**config.mk**
```make
export PLATFORM = sky130hd
export DESIGN_NAME = uart_rx_flat
export DESIGN_NICKNAME = d
export VERILOG_FILES = /design/src/rtl/uart_rx_if.sv /design/src/rtl/uart_rx.sv /design/src/flat_wrapper.sv
export SDC_FILE = /design/constraint.sdc
export NUM_CORES = 1
export LEC_CHECK = 0
export ABC_CLOCK_PERIOD_IN_PS = 3200
export BUFFER_PORTS_ARGS = -buffer_cell sky130_fd_sc_hd__clkbuf_2
export CAP_MARGIN = 20
export CORE_UTILIZATION = 30
export DETAILED_ROUTE_END_ITERATION = 10
export RECOVER_POWER = 25
export SLEW_MARGIN = 20
export SYNTH_ARGS = -nofsm -noshare
export SYNTH_HDL_FRONTEND = slang
export SYNTH_SLANG_ARGS = --single-unit
```
**constraint.sdc**
```tcl
create_clock -name clk -period 3.2 [get_ports clk]
set_input_delay 0.16 -clock clk [delete_from_list [all_inputs] [get_ports clk]]
set_output_delay 0.16 -clock clk [all_outputs]
set_load 0.05 [all_outputs]
```
**src/rtl/uart_rx_if.sv**
```systemverilog
// Host-side handshake of the UART receiver: read-enable/empty FIFO port plus
// the frame-error and overrun status pulses.
interface uart_rx_if #(
  parameter int unsigned DATA_BITS = 8
);
  logic                 rd_en;
  logic [DATA_BITS-1:0] d_out;
  logic                 empty;
  logic                 full;
  logic                 frame_err;
  logic                 overrun;

  modport slave (
    input  rd_en,
    output d_out, empty, full, frame_err, overrun
  );

  modport master (
    output rd_en,
    input  d_out, empty, full, frame_err, overrun
  );
endinterface

```
**src/rtl/uart_rx.sv**
```systemverilog
// UART receiver: 16x oversampled frame recovery into a read-enable FIFO.
// Define UART_RX_MAJORITY_EN to take each bit as a 2-of-3 vote of ticks 7, 8 and 9.
module uart_rx #(
  parameter int unsigned CLOCK_FREQ = 100_000_000,
  parameter int unsigned BAUD       = 115200,
  parameter int unsigned DATA_BITS  = 8,
  parameter int unsigned STOP_BITS  = 1,
  parameter int unsigned FIFO_DEPTH = 16
) (
  input  logic     clk,
  input  logic     rst,
  input  logic     rx,
  uart_rx_if.slave host
);

  localparam int unsigned DIV  = CLOCK_FREQ / (BAUD * 16);
  localparam int unsigned DivW = (DIV > 1) ? $clog2(DIV) : 1;
  localparam int unsigned IdxW = (DATA_BITS > 1) ? $clog2(DATA_BITS) : 1;
  localparam int unsigned PtrW = (FIFO_DEPTH > 1) ? $clog2(FIFO_DEPTH) : 1;
  localparam int unsigned CntW = PtrW + 1;
`ifdef UART_RX_MAJORITY_EN
  localparam logic [3:0] SampleTick = 4'd9;
`else
  localparam logic [3:0] SampleTick = 4'd7;
`endif

  typedef enum logic [1:0] {StIdle, StStart, StData, StStop} state_e;

  state_e               state_q, state_d;
  logic                 rx_meta_q, rx_s_q, rx_s_d_q;
  logic [1:0]           settle_q, settle_d;
  logic [DivW-1:0]      div_q, div_d;
  logic [3:0]           tcnt_q, tcnt_d;
  logic [IdxW-1:0]      bit_idx_q, bit_idx_d;
  logic                 stop_idx_q, stop_idx_d;
  logic                 stop_ok_q, stop_ok_d;
  logic [DATA_BITS-1:0] shift_q, shift_d;
  logic [PtrW-1:0]      wr_ptr_q, wr_ptr_d, rd_ptr_q, rd_ptr_d;
  logic [CntW-1:0]      count_q, count_d;
  logic [DATA_BITS-1:0] d_out_q, d_out_d;
  logic                 frame_err_q, frame_err_d, overrun_q, overrun_d;
  logic [DATA_BITS-1:0] mem_q [FIFO_DEPTH];

  logic tick, wrap, sample, bit_val, fall, stop_ok_now;
  logic empty, full, rd, wr_en;

`ifdef UART_RX_MAJORITY_EN
  logic s7_q, s7_d, s8_q, s8_d;
`endif

  always_comb begin
    tick   = (div_q == DivW'(DIV - 1));
    wrap   = tick && (tcnt_q == 4'd15);
    sample = tick && (tcnt_q == SampleTick);
`ifdef UART_RX_MAJORITY_EN
    bit_val = (s7_q & s8_q) | (s7_q & rx_s_q) | (s8_q & rx_s_q);
`else
    bit_val = rx_s_q;
`endif
    // The synchronizer resets to 1, so ignore edges until it holds real line data.
    fall        = (settle_q == 2'd3) && rx_s_d_q && !rx_s_q;
    stop_ok_now = stop_ok_q & bit_val;
    empty       = (count_q == '0);
    full        = (count_q == CntW'(FIFO_DEPTH));
    rd          = host.rd_en && !empty;

    state_d     = state_q;
    settle_d    = (settle_q == 2'd3) ? settle_q : settle_q + 2'd1;
    div_d       = tick ? '0 : div_q + DivW'(1);
    tcnt_d      = tick ? tcnt_q + 4'd1 : tcnt_q;
    bit_idx_d   = bit_idx_q;
    stop_idx_d  = stop_idx_q;
    stop_ok_d   = stop_ok_q;
    shift_d     = shift_q;
    frame_err_d = 1'b0;
    overrun_d   = 1'b0;
    wr_en       = 1'b0;
`ifdef UART_RX_MAJORITY_EN
    s7_d = (tick && tcnt_q == 4'd7) ? rx_s_q : s7_q;
    s8_d = (tick && tcnt_q == 4'd8) ? rx_s_q : s8_q;
`endif

    unique case (state_q)
      StIdle: begin
        if (fall) begin
          div_d   = '0;
          tcnt_d  = '0;
          state_d = StStart;
        end
      end
      StStart: begin
        if (sample && bit_val) begin
          state_d = StIdle;
        end else if (wrap) begin
          bit_idx_d = '0;
          state_d   = StData;
        end
      end
      StData: begin
        if (sample) shift_d[bit_idx_q] = bit_val;
        if (wrap) begin
          if (bit_idx_q == IdxW'(DATA_BITS - 1)) begin
            stop_idx_d = 1'b0;
            stop_ok_d  = 1'b1;
            state_d    = StStop;
          end else begin
            bit_idx_d = bit_idx_q + IdxW'(1);
          end
        end
      end
      StStop: begin
        if (sample) begin
          if (stop_idx_q == 1'(STOP_BITS - 1)) begin
            // Decide mid-stop-bit so the next start edge is not missed.
            state_d = StIdle;
            if (!stop_ok_now)   frame_err_d = 1'b1;
            else if (full)      overrun_d   = 1'b1;
            else                wr_en       = 1'b1;
          end else begin
            stop_ok_d = stop_ok_now;
          end
        end else if (wrap) begin
          stop_idx_d = stop_idx_q + 1'b1;
        end
      end
      default: state_d = StIdle;
    endcase

    wr_ptr_d = wr_en ? wr_ptr_q + PtrW'(1) : wr_ptr_q;
    rd_ptr_d = rd ? rd_ptr_q + PtrW'(1) : rd_ptr_q;
    d_out_d  = rd ? mem_q[rd_ptr_q] : d_out_q;
    count_d  = count_q + CntW'(wr_en) - CntW'(rd);
  end

  always_ff @(posedge clk) begin
    if (rst) begin
      state_q     <= StIdle;
      rx_meta_q   <= 1'b1;
      rx_s_q      <= 1'b1;
      rx_s_d_q    <= 1'b1;
      settle_q    <= '0;
      div_q       <= '0;
      tcnt_q      <= '0;
      bit_idx_q   <= '0;
      stop_idx_q  <= 1'b0;
      stop_ok_q   <= 1'b1;
      shift_q     <= '0;
      wr_ptr_q    <= '0;
      rd_ptr_q    <= '0;
      count_q     <= '0;
      d_out_q     <= '0;
      frame_err_q <= 1'b0;
      overrun_q   <= 1'b0;
`ifdef UART_RX_MAJORITY_EN
      s7_q        <= 1'b1;
      s8_q        <= 1'b1;
`endif
    end else begin
      state_q     <= state_d;
      rx_meta_q   <= rx;
      rx_s_q      <= rx_meta_q;
      rx_s_d_q    <= rx_s_q;
      settle_q    <= settle_d;
      div_q       <= div_d;
      tcnt_q      <= tcnt_d;
      bit_idx_q   <= bit_idx_d;
      stop_idx_q  <= stop_idx_d;
      stop_ok_q   <= stop_ok_d;
      shift_q     <= shift_d;
      wr_ptr_q    <= wr_ptr_d;
      rd_ptr_q    <= rd_ptr_d;
      count_q     <= count_d;
      d_out_q     <= d_out_d;
      frame_err_q <= frame_err_d;
      overrun_q   <= overrun_d;
`ifdef UART_RX_MAJORITY_EN
      s7_q        <= s7_d;
      s8_q        <= s8_d;
`endif
    end
  end

  always_ff @(posedge clk) begin
    if (wr_en) mem_q[wr_ptr_q] <= shift_q;
  end

  assign host.d_out     = d_out_q;
  assign host.empty     = empty;
  assign host.full      = full;
  assign host.frame_err = frame_err_q;
  assign host.overrun   = overrun_q;

endmodule
```
**src/flat_wrapper.sv**
```systemverilog
// flat-port wrapper written by rule: the top's interface ports become plain ports
module uart_rx_flat 
#(
  parameter int unsigned CLOCK_FREQ = 100_000_000,
  parameter int unsigned BAUD       = 115200,
  parameter int unsigned DATA_BITS  = 8,
  parameter int unsigned STOP_BITS  = 1,
  parameter int unsigned FIFO_DEPTH = 16
)
  (clk, rst, rx, host_rd_en, host_d_out, host_empty, host_full, host_frame_err, host_overrun);
  uart_rx_if #(.DATA_BITS(DATA_BITS)) host_i ();
  input  logic clk;
  input  logic rst;
  input  logic rx;
  input wire logic [$bits(host_i.rd_en)-1:0] host_rd_en;
  output wire logic [$bits(host_i.d_out)-1:0] host_d_out;
  output wire logic [$bits(host_i.empty)-1:0] host_empty;
  output wire logic [$bits(host_i.full)-1:0] host_full;
  output wire logic [$bits(host_i.frame_err)-1:0] host_frame_err;
  output wire logic [$bits(host_i.overrun)-1:0] host_overrun;
  assign host_i.rd_en = host_rd_en;
  assign host_d_out = host_i.d_out;
  assign host_empty = host_i.empty;
  assign host_full = host_i.full;
  assign host_frame_err = host_i.frame_err;
  assign host_overrun = host_i.overrun;
  uart_rx #(.CLOCK_FREQ(CLOCK_FREQ), .BAUD(BAUD), .DATA_BITS(DATA_BITS), .STOP_BITS(STOP_BITS), .FIFO_DEPTH(FIFO_DEPTH)) u_core (.clk(clk), .rst(rst), .rx(rx), .host(host_i));
endmodule
```
# [After elaboration in Yosys (flattened, before gate mapping)]
# Memories as Yosys holds them, arrays and structs flattened. A register that Yosys moved wholly into a read port is not among the register bits.
# Cells that the tools add are included.
[word_totals] wordCells=114 ram_bits=128 in_bits=4 mem_count=1 register_bits=45 output_inout_bits=12
[op_classes] n_lt_le_gt_ge=2 n_bitwise=4 add_sub_neg=9 mux=41 n_eq_ne=21 reduce_logical=20
[memory_table] memory="u_core.mem_q" words=16 width=8 rd=1 rd_ports_with_merged_regs=1 write_ports=1 line_no="uart_rx.sv:42" text="logic [DATA_BITS-1:0] mem_q [FIFO_DEPTH];"
[op_table] cell="two-way mux 1 bit" n=18
[op_table] cell="two-way mux 6 bit" n=3
[op_table] cell="AND reduction 5 bit" n=3
[op_table] cell="two-way mux 2 bit" n=7
[op_table] cell="!= test 2 x 1 -> 1 bit (second input constant)" n=7
[op_table] cell="adder 4 x 1 -> 4 bit (second input constant)" n=3
[op_table] cell="two-way mux 3 bit" n=4
[op_table] cell="two-way mux 4 bit" n=3
[op_table] cell="bitwise mux 8 bit" n=1
[op_table] cell="!= test 2 bit (second input constant)" n=4
[op_table] cell="case mux 2 bit (4 select lines)" n=1
[op_table] cell="logical AND 1 bit" n=7
[op_table] cell="adder 6 x 1 -> 6 bit (second input constant)" n=1
[op_table] cell="== test 2 bit (second input constant)" n=3
[op_table] cell="== test 6 bit (second input constant)" n=1
[op_table] cell="case mux 3 bit (2 select lines)" n=1
[op_table] cell="AND reduction 6 bit" n=1
[op_table] cell="adder 5 x 1 -> 5 bit" n=1
[op_table] cell="== test 5 bit (second input constant)" n=1
[op_table] cell="zero test 5 bit" n=1
[op_table] cell="OR reduction 5 bit" n=1
[op_table] cell="subtractor 5 x 1 -> 5 bit" n=1
[op_table] cell="== test 4 x 3 -> 1 bit (second input constant)" n=1
[op_table] cell="== test 4 bit (second input constant)" n=1
[op_table] cell="other kinds (17)" n=22

# [Longest topological paths before layout]
[logic_depth] depth_word=8 mapped_depth=15 depth_no_buf=13

# [Worst setup path before layout]
# No wires, ideal clock.
[synth_path] path_kind="reg-to-reg" from="register u_core.count_q[3]" to="register u_core.count_q[4]" period_less_slack_ns=3.816 arrival_ns=3.687 t_required_ns=3.070 slack_ns=-0.616 n_path_buf=0 setup_time_ns=0.130 path_stages_with_launch=13 cell_sequence="dfxtp_1 > inv_1 > ha_1 > nor4bb_1 > nor2_1 > and3_1 > ha_1 > inv_1 > fa_1 > nor2b_1 > o21bai_1 > nand3_1 > nor3b_1"
[synth_between] elab_chain_cells=8 word_cells_on_any_way=11 classes_between="2 x add/sub; 1 x eq/ne; 5 x mux; 3 x reduce/logical"
[synth_rtl] item="start: declaration" line_no="uart_rx.sv:39" text="logic [CntW-1:0] count_q, count_d;"
[synth_rtl] item="start signal: assignment" line_no="uart_rx.sv:172" text="count_q <= count_d;"
[synth_rtl] item="== test 5 bit" line_no="uart_rx.sv:64" text="full = (count_q == CntW'(FIFO_DEPTH));"
[synth_rtl] item="net host_full" line_no="flat_wrapper.sv:18" text="output wire logic [$bits(host_i.full)-1:0] host_full;"
[synth_rtl] item="two-way mux 1 bit" line_no="uart_rx.sv:117" text="else if (full) overrun_d = 1'b1;"
[synth_rtl] item="two-way mux 1 bit" line_no="uart_rx.sv:116" text="if (!stop_ok_now) frame_err_d = 1'b1;"
[synth_rtl] item="two-way mux 1 bit" line_no="uart_rx.sv:113" text="if (stop_idx_q == 1'(STOP_BITS - 1)) begin"
[synth_rtl] item="two-way mux 1 bit" line_no="uart_rx.sv:112" text="if (sample) begin"
[synth_rtl] item="two-way mux 1 bit" line_no="uart_rx.sv:83" text="unique case (state_q)"
[synth_rtl] item="net u_core.wr_en" line_no="uart_rx.sv:45" text="logic empty, full, rd, wr_en;"
[synth_rtl] item="adder 5 x 1 -> 5 bit" line_no="uart_rx.sv:132" text="count_d = count_q + CntW'(wr_en) - CntW'(rd);"
[synth_rtl] item="subtractor 5 x 1 -> 5 bit" line_no="uart_rx.sv:132"
# The timed path passes the listed nets, and every way through them passes these cells.
# A chain may end at the register's enable or synchronous reset.

# [Worst setup path in the final report]
[layout_path] from="register u_core.count_q[3]" to="register u_core.count_q[4]"
[layout_between] elab_chain_cells=8 word_cells_on_any_way=11 classes_between="2 x add/sub; 1 x eq/ne; 5 x mux; 3 x reduce/logical"
[layout_rtl] item="== test 5 bit" line_no="uart_rx.sv:64"
[layout_rtl] item="two-way mux 1 bit" line_no="uart_rx.sv:117"
[layout_rtl] item="two-way mux 1 bit" line_no="uart_rx.sv:116"
[layout_rtl] item="two-way mux 1 bit" line_no="uart_rx.sv:113"
[layout_rtl] item="two-way mux 1 bit" line_no="uart_rx.sv:112"
[layout_rtl] item="two-way mux 1 bit" line_no="uart_rx.sv:83"
[layout_rtl] item="adder 5 x 1 -> 5 bit" line_no="uart_rx.sv:132"
[layout_rtl] item="subtractor 5 x 1 -> 5 bit (*)" line_no="uart_rx.sv:132"
# Every way passes the cells marked *; elsewhere a longest branch is shown, timed or not.

==> impl_metrics.env <==
export IMPL_grt_start_max_net_pins=38
export IMPL_syn_inst=524
export IMPL_synth_top_area_cell="edfxtp_1"
export IMPL_dp_slack_ns=0.3615
export IMPL_maxCapViolations=0
export IMPL_synth_area_leaders="edfxtp_1 51%, dfxtp_1 14%, mux2_2 6.0%, mux4_2 4.8%, ha_1 2.8%"
export IMPL_cts_buffers=17
export IMPL_remaining_drc_errors=0
export IMPL_ys_ff_latch=181
export IMPL_ant_nets=0
export IMPL_cts_tree="built"
export IMPL_root_buffer="clkbuf_16"
export IMPL_num_vias=4312
export IMPL_worst_pin_slew_ns=0.7832
export IMPL_antenna_found_initial=0
export IMPL_dr_pass1_iters=5
export IMPL_period_minus_slack_ns=2.874
export IMPL_fin_setup_tns_ns=0
export IMPL_cpPeakStageDelay_ns=0.47
export IMPL_die_area_mm2=0.02557
export IMPL_die_x_um=159.9
export IMPL_grt_use_total=0.1239
export IMPL_syn_area_mm2=0.007480
export IMPL_crit_chain="inv_1, ha_1, or4b_1, and2_1, ha_1, inv_1, ha_1, inv_1, fa_1, nor2b_1, o21bai_1, nand3_1, nor3b_1"
export IMPL_ys_async_sr_fraction=0
export IMPL_period_share=0.8982
export IMPL_layout_common_cells="128 x edfxtp_1, 52 x dfxtp_1, 40 x mux2_2"
export IMPL_rows=57
export IMPL_syn_num_nets=546
export IMPL_maxSlewViolCount=0
export IMPL_min_path_type="input pin to flop"
export IMPL_synth_cell_types=51
export IMPL_synth_top_cell_area_share=0.5139
export IMPL_cp_end_kind="flop"
export IMPL_seq_area_mm2=0.004906
export IMPL_first_iter_violations=303
export IMPL_place_congestion=0.7782
export IMPL_grt_pass1_vias=4318
export IMPL_setup_viol=0
export IMPL_relSlewSlack=0.4771
export IMPL_dpl_hpwl_um=9903
export IMPL_routed_wl_um=15070
export IMPL_avgSynthCellArea_um2=14.27
export IMPL_ir_worst_vdd_uv=295.9
export IMPL_seq_area_frac_synth=0.6557
export IMPL_p_leak_nw=2.837
export IMPL_cts_sinks=181
export IMPL_cp_start_kind="flop"
export IMPL_grt_pass1_wl_um=23960
export IMPL_wire_per_inst_um=17.07
export IMPL_layout_commonest_cell="edfxtp_1"
export IMPL_synth_edf_count=128
export IMPL_ys_flop_type="edfxtp_1"
export IMPL_syn_to_final_growth_pct=14.25
export IMPL_io_buffer_count=15
export IMPL_cp_max_fo=5
export IMPL_ys_warn_count=0
export IMPL_cp_slowest_cell="or4b_1"
export IMPL_powerDensity_mw_per_mm2=674.2
export IMPL_vias_per_cell=4.883
export IMPL_clock_fmax_mhz=347.9
export IMPL_clkTransAtPathRegs_ns=0.06
export IMPL_globalRouteOverflowTotal=0
export IMPL_rsz0062_at_grt="false"
export IMPL_start_util=0.3067
export IMPL_hold_viol_final=0
export IMPL_clock_path_buffers=2
export IMPL_path_delay_family="simple AND/OR/NAND/NOR gates"
export IMPL_core_area_mm2=0.02439
export IMPL_antenna_cells=0
export IMPL_multi_input_area_mm2=0.002407
export IMPL_fillCellCount=2373
export IMPL_post_cts_resized=0
export IMPL_crit_buf_inv=3
export IMPL_pin_count=16
export IMPL_finalClockSkew_ns=0.01306
export IMPL_die_h_um=159.9
export IMPL_layout_drive_gt1_share=0.2343
export IMPL_layout_nets=568
export IMPL_clock_latency_ns=0.43
export IMPL_worstPathArrival_ns=3.22
export IMPL_crit_type="flop to flop"
export IMPL_fin_ws_ns=0.3258
export IMPL_status="finished clean"
export IMPL_crit_required_ns=3.54
export IMPL_htree_levels=4
[through the flow]
step	hold slack (ns)	total power, mW	utilization	instances	cell area, µm²
final	0.03572	5.762	0.3504	883	8546
after global routing	0.05465	6.005	0.3504	883	8546
after global placement	0.3446	3.785	0.3267	850	7969
after detailed placement	0.3519	3.824	0.3269	850	7974
after floorplan	0.2638	3.571	-	524	7486
after CTS	0.02140	5.808	0.3504	883	8546
[Yosys cell counts (7+ instances only)]
library cell,n
edfxtp_1,128
nor2_1,34
mux4_2,16
ha_1,17
a21oi_1,19
xor2_1,7
o21ai_0,12
or2_2,8
o22ai_1,16
nand2b_1,7
mux2_2,40
inv_1,14
nand3_1,15
clkbuf_1,19
dfxtp_1,53
nand2_1,13
a221o_1,8
nor3_1,13
nor2b_1,7
nand4_1,11
[final cells by class]
| class | count | area share |
|---|---|---|
| flip-flops and latches | 181 | 0.5741 |
| clock inverters | 12 | 0.01464 |
| clock buffers | 20 | 0.05110 |
| inverters | 14 | 0.006149 |
| repair buffers | 33 | 0.02489 |
| multi-input cells | 299 | 0.2817 |
| well taps | 324 | 0.04744 |
[flip-flops by register name (all words and copies together) (netlist names), 2 cells and up, named ones only]
name and flops:
u_core.mem_q 128, u_core.host.d_out 8, u_core.shift_q 8, u_core.div_q 6, u_core.count_q 5, u_core.rd_ptr_q 4
u_core.tcnt_q 4, u_core.wr_ptr_q 4, u_core.bit_idx_q 3, u_core.settle_q 2
[final timing paths]
path	from	end	slack [ns]	cells past startpoint
worst max-delay path	u_core.count_q[3]	u_core.count_q[4]	0.33	13
worst min register to register	u_core.rx_meta_q	u_core.bit_val	0.41	1
worst min-delay path	rst	u_core.rd_ptr_q[0]	0.04	2
worst max register to register	u_core.count_q[3]	u_core.count_q[4]	0.33	13
[cell families after synthesis]
group                      synth area share
muxes                                0.1124
xor gates and xnor gates            0.01522
AOI/OAI and AO/OA                   0.05905
and+or+nand+nor                      0.1025
buffers and inverters               0.02392
adders and majority gates           0.03111
DFF                                  0.6557
[power breakdown]
part           total, mW  switching (mW)  internal [mW]
registers           2.67           0.114           2.55
logic               1.10           0.581          0.515
clock network       2.00           0.904           1.09
[what timing repair did]
| action | 4_1_cts | 5_1_grt |
|---|---|---|
| hold buffers | 1 | 0 |
| hold endpoints to repair | 1 | 0 |
| setup buffers | 0 | 0 |
[per-layer routing]
metal / wire length, µm / track usage
met1: 7292 / 0.1734
met2: 7009 / 0.1908
met3: 623 / 0.03221
met4: 147 / 0.03160
met5: 0 / 0
No activity file was read; power rests on OpenSTA's default activity.
